### config.mk
export PLATFORM = sky130hd
export DESIGN_NAME = instruction_fetch_unit_flat
export DESIGN_NICKNAME = d
export VERILOG_FILES = /design/src/rtl/instruction_fetch_unit_pkg.sv /design/src/rtl/instruction_fetch_unit_if.sv /design/src/rtl/instruction_fetch_unit_pc_target_calc.sv /design/src/rtl/instruction_fetch_unit.sv /design/src/flat_wrapper.sv
export SDC_FILE = /design/constraint.sdc
export NUM_CORES = 1
export LEC_CHECK = 0
export BUFFER_PORTS_ARGS = -buffer_cell sky130_fd_sc_hd__buf_2
export CORE_MARGIN = 8
export CORE_UTILIZATION = 52
export DETAILED_ROUTE_END_ITERATION = 7
export PLACE_DENSITY_LB_ADDON = 0.05
export SLEW_MARGIN = 20
export SYNTH_ARGS = -nofsm -noshare
export SYNTH_HDL_FRONTEND = slang
export SYNTH_SLANG_ARGS = --single-unit
### constraint.sdc
create_clock -name clk -period 3.9 [get_ports clk]
set_input_delay 0.78 -clock clk [delete_from_list [all_inputs] [get_ports clk]]
set_output_delay 0.78 -clock clk [all_outputs]
set_load 0.01 [all_outputs]
### src/rtl/instruction_fetch_unit_pkg.sv
// ---------------------------------------------------------------------------
// instruction_fetch_unit_pkg
// Shared MIPS-subset constants and the fetch FSM state type.
//   HALT_OPCODE  - instr[31:26] value that stops fetch
//   OPCODE_*     - control-flow opcodes, for decode-side users of this package
//   WORD_BYTES   - PC increment per sequential fetch
//   fsm_state_t  - RUN / HALTED
// ---------------------------------------------------------------------------
package instruction_fetch_unit_pkg;

  localparam logic [5:0] HALT_OPCODE = 6'b111111;
  localparam logic [5:0] OPCODE_BEQ  = 6'b000100;
  localparam logic [5:0] OPCODE_BNE  = 6'b000101;
  localparam logic [5:0] OPCODE_J    = 6'b000010;
  localparam int unsigned WORD_BYTES = 4;

  typedef enum logic {
    RUN    = 1'b0,
    HALTED = 1'b1
  } fsm_state_t;

endpackage

### src/rtl/instruction_fetch_unit_if.sv
// ---------------------------------------------------------------------------
// instruction_fetch_unit_if
// Groups the instruction-memory bus, the fetch->decode handshake, the
// execute redirect inputs and the status outputs of the fetch unit.
//   master : the fetch unit (drives imem_addr, if_*, halted, misaligned,
//            fetch_count; samples everything else)
//   slave  : the surrounding pipeline / memory / testbench
// ---------------------------------------------------------------------------
interface instruction_fetch_unit_if;

  logic [31:0] imem_addr;
  logic [31:0] imem_rdata;
  logic [31:0] if_instr;
  logic [31:0] if_pc_plus4;
  logic        if_valid;
  logic        id_ready;
  logic        br_valid;
  logic        branch_eq;
  logic        branch_ne;
  logic        alu_zero;
  logic [31:0] br_pc_plus4;
  logic [15:0] br_imm16;
  logic        jump;
  logic [25:0] jump_target26;
  logic        halted;
  logic        misaligned;
  logic [31:0] fetch_count;

  modport master (
    output imem_addr, if_instr, if_pc_plus4, if_valid,
           halted, misaligned, fetch_count,
    input  imem_rdata, id_ready, br_valid, branch_eq, branch_ne,
           alu_zero, br_pc_plus4, br_imm16, jump, jump_target26
  );

  modport slave (
    input  imem_addr, if_instr, if_pc_plus4, if_valid,
           halted, misaligned, fetch_count,
    output imem_rdata, id_ready, br_valid, branch_eq, branch_ne,
           alu_zero, br_pc_plus4, br_imm16, jump, jump_target26
  );

endinterface

### src/rtl/instruction_fetch_unit_pc_target_calc.sv
// ---------------------------------------------------------------------------
// instruction_fetch_unit_pc_target_calc
// Combinational redirect decode for the fetch unit.
//   i_jump, i_br_valid, i_branch_eq, i_branch_ne, i_alu_zero : redirect cause
//   i_br_pc_plus4 : PC+4 of the branch/jump instruction
//   i_br_imm16    : branch offset in words (signed)
//   i_jump_target26 : jump index field
//   o_take        : a redirect happens this cycle
//   o_target      : word-aligned redirect address
//   o_misaligned  : taken redirect whose base PC had nonzero low bits
// ---------------------------------------------------------------------------
module instruction_fetch_unit_pc_target_calc (
  input  logic        i_jump,
  input  logic        i_br_valid,
  input  logic        i_branch_eq,
  input  logic        i_branch_ne,
  input  logic        i_alu_zero,
  input  logic [31:0] i_br_pc_plus4,
  input  logic [15:0] i_br_imm16,
  input  logic [25:0] i_jump_target26,
  output logic        o_take,
  output logic [31:0] o_target,
  output logic        o_misaligned
);

  logic signed [31:0] w_br_off;
  logic        [31:0] w_br_target;
  logic        [31:0] w_j_target;
  logic        [31:0] w_raw_target;

  // Both condition terms are ORed, so beq+bne together always takes.
  assign o_take = i_jump |
                  (i_br_valid & ((i_branch_eq & i_alu_zero) |
                                 (i_branch_ne & ~i_alu_zero)));

  assign w_br_off     = {{14{i_br_imm16[15]}}, i_br_imm16, 2'b00};
  assign w_br_target  = i_br_pc_plus4 + $unsigned(w_br_off);
  assign w_j_target   = {i_br_pc_plus4[31:28], i_jump_target26, 2'b00};
  assign w_raw_target = i_jump ? w_j_target : w_br_target;

  assign o_target     = {w_raw_target[31:2], 2'b00};
  assign o_misaligned = o_take & (i_br_pc_plus4[1:0] != 2'b00);

endmodule

### src/rtl/instruction_fetch_unit.sv
// ---------------------------------------------------------------------------
// instruction_fetch_unit
// Owns the PC, addresses a combinational instruction memory, registers the
// returned word and hands it to decode over if_valid/id_ready. Execute can
// redirect (branch/jump), which flushes the fetched slot. A halt opcode
// freezes the PC until the next redirect.
//   clk, reset : clock, synchronous active-high reset
//   bus        : instruction_fetch_unit_if.master (memory bus, decode
//                handshake, redirect inputs, status outputs)
// ---------------------------------------------------------------------------
module instruction_fetch_unit
  import instruction_fetch_unit_pkg::*;
#(
  parameter logic [31:0] RESET_PC    = 32'h0000_0000,
  parameter logic [5:0]  HALT_OPCODE = instruction_fetch_unit_pkg::HALT_OPCODE
) (
  input  logic                      clk,
  input  logic                      reset,
  instruction_fetch_unit_if.master  bus
);

  logic        w_take;
  logic [31:0] w_target;
  logic        w_mis;
  logic        w_load;
  logic [31:0] w_pc_next_seq;

  fsm_state_t  r_state;
  logic [31:0] r_pc;
  logic [31:0] r_instr_p1;
  logic [31:0] r_pc_plus4_p1;
  logic        r_vld_p1;
  logic        r_halted;
  logic        r_misaligned;
  logic [31:0] r_fetch_count;

  instruction_fetch_unit_pc_target_calc u_target (
    .i_jump          (bus.jump),
    .i_br_valid      (bus.br_valid),
    .i_branch_eq     (bus.branch_eq),
    .i_branch_ne     (bus.branch_ne),
    .i_alu_zero      (bus.alu_zero),
    .i_br_pc_plus4   (bus.br_pc_plus4),
    .i_br_imm16      (bus.br_imm16),
    .i_jump_target26 (bus.jump_target26),
    .o_take          (w_take),
    .o_target        (w_target),
    .o_misaligned    (w_mis)
  );

  assign w_pc_next_seq = r_pc + 32'(WORD_BYTES);
  assign w_load        = (r_state == RUN) && (!r_vld_p1 || bus.id_ready);

  // ---- p0 -> p1: PC/memory word into the fetch slot ----
  always_ff @(posedge clk) begin
    if (reset) begin
      r_state       <= RUN;
      r_pc          <= RESET_PC;
      r_instr_p1    <= '0;
      r_pc_plus4_p1 <= '0;
      r_vld_p1      <= 1'b0;
      r_halted      <= 1'b0;
      r_misaligned  <= 1'b0;
      r_fetch_count <= '0;
    end else begin
      // Handshake is counted even on a redirect edge that flushes the slot.
      if (r_vld_p1 && bus.id_ready) begin
        r_fetch_count <= r_fetch_count + 32'd1;
      end

      if (w_take) begin
        r_pc     <= w_target;
        r_vld_p1 <= 1'b0;
        r_state  <= RUN;
        r_halted <= 1'b0;
        if (w_mis) begin
          r_misaligned <= 1'b1;
        end
      end else if (w_load) begin
        if (bus.imem_rdata[31:26] == HALT_OPCODE) begin
          // Halt word is dropped; PC stays on it so a restart is visible.
          r_vld_p1 <= 1'b0;
          r_state  <= HALTED;
          r_halted <= 1'b1;
        end else begin
          r_instr_p1    <= bus.imem_rdata;
          r_pc_plus4_p1 <= w_pc_next_seq;
          r_vld_p1      <= 1'b1;
          r_pc          <= w_pc_next_seq;
        end
      end
    end
  end

  assign bus.imem_addr   = r_pc;
  assign bus.if_instr    = r_instr_p1;
  assign bus.if_pc_plus4 = r_pc_plus4_p1;
  assign bus.if_valid    = r_vld_p1;
  assign bus.halted      = r_halted;
  assign bus.misaligned  = r_misaligned;
  assign bus.fetch_count = r_fetch_count;

endmodule

### src/flat_wrapper.sv
// flat-port wrapper written by rule: the top's interface ports become plain ports
module instruction_fetch_unit_flat import instruction_fetch_unit_pkg::*;
#(
  parameter logic [31:0] RESET_PC    = 32'h0000_0000,
  parameter logic [5:0]  HALT_OPCODE = instruction_fetch_unit_pkg::HALT_OPCODE
)
  (clk, reset, bus_imem_addr, bus_if_instr, bus_if_pc_plus4, bus_if_valid, bus_halted, bus_misaligned, bus_fetch_count, bus_imem_rdata, bus_id_ready, bus_br_valid, bus_branch_eq, bus_branch_ne, bus_alu_zero, bus_br_pc_plus4, bus_br_imm16, bus_jump, bus_jump_target26);
  instruction_fetch_unit_if bus_i ();
  input  logic clk;
  input  logic reset;
  output wire logic [$bits(bus_i.imem_addr)-1:0] bus_imem_addr;
  output wire logic [$bits(bus_i.if_instr)-1:0] bus_if_instr;
  output wire logic [$bits(bus_i.if_pc_plus4)-1:0] bus_if_pc_plus4;
  output wire logic [$bits(bus_i.if_valid)-1:0] bus_if_valid;
  output wire logic [$bits(bus_i.halted)-1:0] bus_halted;
  output wire logic [$bits(bus_i.misaligned)-1:0] bus_misaligned;
  output wire logic [$bits(bus_i.fetch_count)-1:0] bus_fetch_count;
  input wire logic [$bits(bus_i.imem_rdata)-1:0] bus_imem_rdata;
  input wire logic [$bits(bus_i.id_ready)-1:0] bus_id_ready;
  input wire logic [$bits(bus_i.br_valid)-1:0] bus_br_valid;
  input wire logic [$bits(bus_i.branch_eq)-1:0] bus_branch_eq;
  input wire logic [$bits(bus_i.branch_ne)-1:0] bus_branch_ne;
  input wire logic [$bits(bus_i.alu_zero)-1:0] bus_alu_zero;
  input wire logic [$bits(bus_i.br_pc_plus4)-1:0] bus_br_pc_plus4;
  input wire logic [$bits(bus_i.br_imm16)-1:0] bus_br_imm16;
  input wire logic [$bits(bus_i.jump)-1:0] bus_jump;
  input wire logic [$bits(bus_i.jump_target26)-1:0] bus_jump_target26;
  assign bus_imem_addr = bus_i.imem_addr;
  assign bus_if_instr = bus_i.if_instr;
  assign bus_if_pc_plus4 = bus_i.if_pc_plus4;
  assign bus_if_valid = bus_i.if_valid;
  assign bus_halted = bus_i.halted;
  assign bus_misaligned = bus_i.misaligned;
  assign bus_fetch_count = bus_i.fetch_count;
  assign bus_i.imem_rdata = bus_imem_rdata;
  assign bus_i.id_ready = bus_id_ready;
  assign bus_i.br_valid = bus_br_valid;
  assign bus_i.branch_eq = bus_branch_eq;
  assign bus_i.branch_ne = bus_branch_ne;
  assign bus_i.alu_zero = bus_alu_zero;
  assign bus_i.br_pc_plus4 = bus_br_pc_plus4;
  assign bus_i.br_imm16 = bus_br_imm16;
  assign bus_i.jump = bus_jump;
  assign bus_i.jump_target26 = bus_jump_target26;
  instruction_fetch_unit #(.RESET_PC(RESET_PC), .HALT_OPCODE(HALT_OPCODE)) u_core (.clk(clk), .reset(reset), .bus(bus_i));
endmodule
Word level (Yosys, flattened, before mapping)
Cells that the tools add are included.
{"block": "op_classes", "bitwise_logic": 10, "add_sub_neg": 3, "reduce_logical": 12, "n_mux": 5, "n_eq_ne": 2}
{"operator": "$mux 32", "n": 4}
{"operator": "$add 32x1->32 const B", "n": 1}
{"operator": "$add 32x3->32 const B", "n": 1}
{"operator": "$add 32x32->32", "n": 1}
{"operator": "$reduce_and 2->1", "n": 4}
{"operator": "$eq 6x6->1 const B", "n": 1}
{"operator": "$and 1x1->1", "n": 4}
{"operator": "$not 1->1", "n": 4}
{"operator": "$reduce_bool 2->1", "n": 2}
{"operator": "$reduce_and 3->1", "n": 1}
{"operator": "$logic_and 1x1->1", "n": 2}
{"operator": "$ne 2x2->1 const B", "n": 1}
{"operator": "$or 1x1->1", "n": 2}
{"operator": "$reduce_or 2->1", "n": 1}
{"operator": "$logic_not 1->1", "n": 1}
{"operator": "$logic_or 1x1->1", "n": 1}
{"operator": "$mux 1", "n": 1}
{"block": "totals", "reg_bits": 131}

Depth between registers and ports, before layout
{"block": "depth", "ltp_word": 7, "ltp_mapped": 9, "ltp_nobuf": 9}

Cells and area by module
Synthesis repeated with hierarchy kept, for this count alone.
{"block": "hier_totals", "hier_cells": 961, "area_unflattened_um2": 7721.2}
{"mod": "instruction_fetch_unit", "cells_per_inst": 693, "instances": 1, "area_each_um2": 5844.4, "seq_area_each_um2": 2622.5}
{"mod": "instruction_fetch_unit_pc_target_calc", "cells_per_inst": 268, "instances": 1, "area_each_um2": 1876.8, "seq_area_each_um2": 0.0}

Worst setup path after synthesis
Ideal clock, no wire load.
{"block": "synth_path", "path_type": "input port to flip-flop", "from": "in bus_br_imm16[0]", "to": "reg u_core.r_pc[22], in the netlist u_core.bus.imem_addr[22]", "setup_slack_ps": 869, "arrival_ps": 2898, "path_stages": 9, "setup_ps": 133, "path_cell_list": "ha_1 -> fa_1 -> a211oi_1 -> o211ai_1 -> a221o_1 -> a31o_2 -> a221oi_1 -> or4_1 -> o211ai_1"}
{"block": "synth_via", "elab_chain_len": 3}
{"item": "start, declared", "line_no": "flat_wrapper.sv:25", "text": "input wire logic [$bits(bus_i.br_imm16)-1:0] bus_br_imm16;"}
{"item": "$add 32x32->32", "line_no": "instruction_fetch_unit_pc_target_calc.sv:37", "text": "assign w_br_target = i_br_pc_plus4 + $unsigned(w_br_off);"}
{"item": "$mux 32", "line_no": "instruction_fetch_unit_pc_target_calc.sv:39", "text": "assign w_raw_target = i_jump ? w_j_target : w_br_target;"}
{"item": "$mux 32", "line_no": "instruction_fetch_unit.sv:71", "text": "if (w_take) begin"}
{"item": "end signal, assigned", "line_no": "instruction_fetch_unit.sv:72", "text": "r_pc <= w_target;"}
{"item": "end signal, assigned", "line_no": "instruction_fetch_unit.sv:89", "text": "r_pc <= w_pc_next_seq;"}
{"item": "end, declared", "line_no": "instruction_fetch_unit.sv:29", "text": "logic [31:0] r_pc;"}
Every way passes these cells.
A chain may end at the register's enable or synchronous reset.

Worst setup path in the final report
{"block": "layout_path", "from": "in bus_br_imm16[4]", "to": "reg u_core.r_pc[19], in the netlist u_core.bus.imem_addr[19]"}
Same word-level chain as after synthesis.

==> flow_metrics.tcl <==
set metrics [dict create \
    arrival_ps 3350 \
    cts_root_buf "clkbuf_16" \
    wire_per_inst_um 16.40 \
    period_share 0.7753 \
    drtPass1Iterations 5 \
    drv_cap 0 \
    holdPathStages 2 \
    cts_inserted_buffers 17 \
    grt_max_degree 99 \
    setup_viol 0 \
    routed_wl_um 22880 \
    slew_headroom 0.3175 \
    max_freq_ghz 0.3307 \
    final_antenna_net_count 0 \
    die_y_um 136.8 \
    ys_ff_latch 127 \
    netlist_top_cells_area "dfxtp_1, nand2_1, a21oi_1, xor2_1, xnor2_1" \
    worstSetupEndpointType "flip-flop" \
    io_buffers 240 \
    syn_to_final_growth_pct 25.87 \
    ys.flop_type "dfxtp_1" \
    crit_path_max_fanout 6 \
    placed_cell_area_mm2 0.008896 \
    syn_area_per_cell_um2 7.725 \
    required_ps 4220 \
    synth.distinct_cells 63 \
    rsz0062_at_grt "false" \
    hold_viol_final 0 \
    synth-edff-count 0 \
    power.total_uw 3927 \
    die_w_um 136.8 \
    worstPathCellList "buf_2 -> ha_1 -> and2_1 -> a221o_1 -> o31ai_1 -> a21oi_1 -> a41oi_1 -> xor2_1 -> a221oi_1" \
    cpPeakStageDelay_ps 540 \
    drv_slew 0 \
    clk_pin_slew_worst_paths_ps 60 \
    grt_pass1_wl_um 36230 \
    grt_pass1_vias 7161 \
    insertion_delay_ps 410 \
    fin_hold_ws_ps 449.5 \
    cts-htree-levels 4 \
    synth_top_area_frac 0.3348 \
    clock-sinks 127 \
    status "finished clean" \
    dieArea_mm2 0.01873 \
    diodes 0 \
    r2r_cells 8 \
    dpl.hpwl_um 17400 \
    dr.first_iter.drc_count 537 \
    ctsResizeCount 0 \
    tightest_slew_ps 1024 \
    rows 44 \
    multi_input_area_mm2 0.004773 \
    layout.nets 1344 \
    start_util 0.5265 \
    io_pins 245 \
    criticalPathCategory "in2reg" \
    fin_util 0.6626 \
    grt_overflow 0 \
    netlist_instances 983 \
    start_kind "input port" \
    p_leak_uw 0.004191 \
    path_depth 9 \
    tns_ps 0 \
    netlist_area_mm2 0.007594 \
    cts_max_path_buffers 2 \
    ys_warn_count 0 \
    ir_drop_v 0.0003018 \
    cpMaxStageDelayCell "o31ai_1" \
    seq_area_frac_synth 0.3348 \
    fill_cells 1328 \
    finalCriticalPeriod_ps 3024 \
    synth-async-reset-ratio 0 \
    grtUsageTotal 0.2385 \
    via_per_inst 5.537 \
    vias 7724 \
    grt_antenna_before_repair 0 \
    p_per_area_mw_per_mm2 410.8 \
    drc 0 \
    gp_congestion 0.9518 \
    crit_family "compound AO/OA/AOI/OAI gates" \
    design.core.area_mm2 0.01442 \
    drive_gt1_frac 0.2428 \
    fin_area_mm2 0.009558 \
    worst_clock_skew_ps 8.007 \
    cts_hold_buf 0 \
    cts.repair_timing.setup_buffer_count 0 \
    yosys.area.top_type "dfxtp_1" \
    regArea_mm2 0.002542 \
    holdCritPathClass "reg2reg" \
    cts_tree "built" \
    cp.buffers_inverters 1 \
]
cell usage after synthesis (3+ instances only):
library cell  number
a22oi_1            4
o211a_1            3
and2_1            12
nand4_1           19
and3_1            15
a31oi_1            4
a41oi_1            3
o21a_1            10
clkbuf_1          49
nand3_1           34
or3_1             20
o221ai_1           3
a32o_1             3
o22ai_1            5
nor4_1             6
o211ai_1          11
a21o_1            14
a211o_1            3
nor3_1            19
a221oi_1           6
a21oi_1           95
xnor2_1           45
nor2b_1            5
or2_2              3
a211oi_1          38
o21ai_0           32
nor2_1            99
and4_1             9
dfxtp_1          127
inv_1             15
xor2_1            48
ha_1              31
buf_1              3
buf_4              4
nand2_1          151
final cells by class:
type / instances / share of cell area
well taps: 184 / 0.02409
clock inverters: 13 / 0.02186
inverters: 15 / 0.005891
multi-input cells: 785 / 0.4994
flip-flops and latches: 127 / 0.2660
repair buffers: 252 / 0.1354
clock buffers: 19 / 0.04739
metrics by stage:
step / worst slack [ps] / instances
6_report: 876.4 / 1395
5_1_grt: 620.5 / 1395
4_1_cts: 931.2 / 1395
3_5_place_dp: 479.4 / 1363
3_3_place_gp: 580.3 / 1363
2_1_floorplan: 868.5 / 986
final timing paths:
path                                               from                       end  slack (ps)
worst max register to register  u_core.bus.imem_addr[2]  u_core.bus.imem_addr[24]        1160
worst max-delay path                    bus_br_imm16[4]  u_core.bus.imem_addr[19]         880
worst min-delay path            u_core.bus.if_instr[15]   u_core.bus.if_instr[15]         450
worst min register to register  u_core.bus.if_instr[15]   u_core.bus.if_instr[15]         450
where the power goes:
group          switching, uW  internal, uW  leakage, uW  total, uW
Combinational            427           303      0.00283        730
Clock                    582          1170     0.000316       1750
Sequential              72.2          1370      0.00104       1450
metal layers:
| layer | wire, um | share of wire | GRT usage |
|---|---|---|---|
| met5 | 0 | 0 | 0 |
| met2 | 10550 | 0.46 | 0.3814 |
| met4 | 331 | 0.014 | 0.06397 |
| met3 | 1816 | 0.079 | 0.05800 |
| met1 | 10190 | 0.45 | 0.3144 |
worst min-delay path, cell delays in order (launching register included):
cell and delay, ps:
dfxtp_1 300, nand2_1 50, a21oi_1 50
layout by cell type, fill, tap and decap left out, types with 4 or more instances in the layout:
master / Yosys / layout
and3_1: 15 / 15
conb_1: 1 / 4
clkbuf_16: 0 / 17
nor2_1: 99 / 98
or3_1: 20 / 20
buf_2: 2 / 239
o21ai_0: 32 / 32
a211oi_1: 38 / 38
nor2b_1: 5 / 5
nor4_1: 6 / 6
a22oi_1: 4 / 4
o211ai_1: 11 / 11
bufinv_16: 0 / 5
a221oi_1: 6 / 6
o21a_1: 10 / 10
o22ai_1: 5 / 5
a21o_1: 14 / 14
nand3_1: 34 / 34
and4_1: 9 / 9
nand2_1: 151 / 151
dfxtp_1: 127 / 127
xnor2_1: 45 / 45
nand4_1: 19 / 19
ha_1: 31 / 31
xor2_1: 48 / 48
inv_1: 15 / 15
a21oi_1: 95 / 95
and2_1: 12 / 12
nor3_1: 19 / 19
a31oi_1: 4 / 4
buf_4: 4 / 13
registers in the layout, indices dropped and copies added (netlist names):
register                count
u_core.bus.fetch_count     32
u_core.r_state              1
u_core.bus.if_instr        32
u_core.bus.misaligned       1
u_core.bus.imem_addr       30
u_core.bus.if_pc_plus4     30
u_core.bus.if_valid         1
cells by family (layout without fill, tap and decap cells):
logic type	count (synthesis)	count (layout)	synth area share
flip-flops	127	127	0.3348
other	1	4	0.0004938
buffers and inverters	74	299	0.03905
AO/OA/AOI/OAI	251	251	0.2132
XOR/XNOR	93	93	0.1073
multiplexers	3	3	0.004119
AND/OR/NAND/NOR	402	402	0.2473
adder cells (fa/ha/maj)	32	32	0.05372
Note: power is estimated with default switching activity, not from simulation.
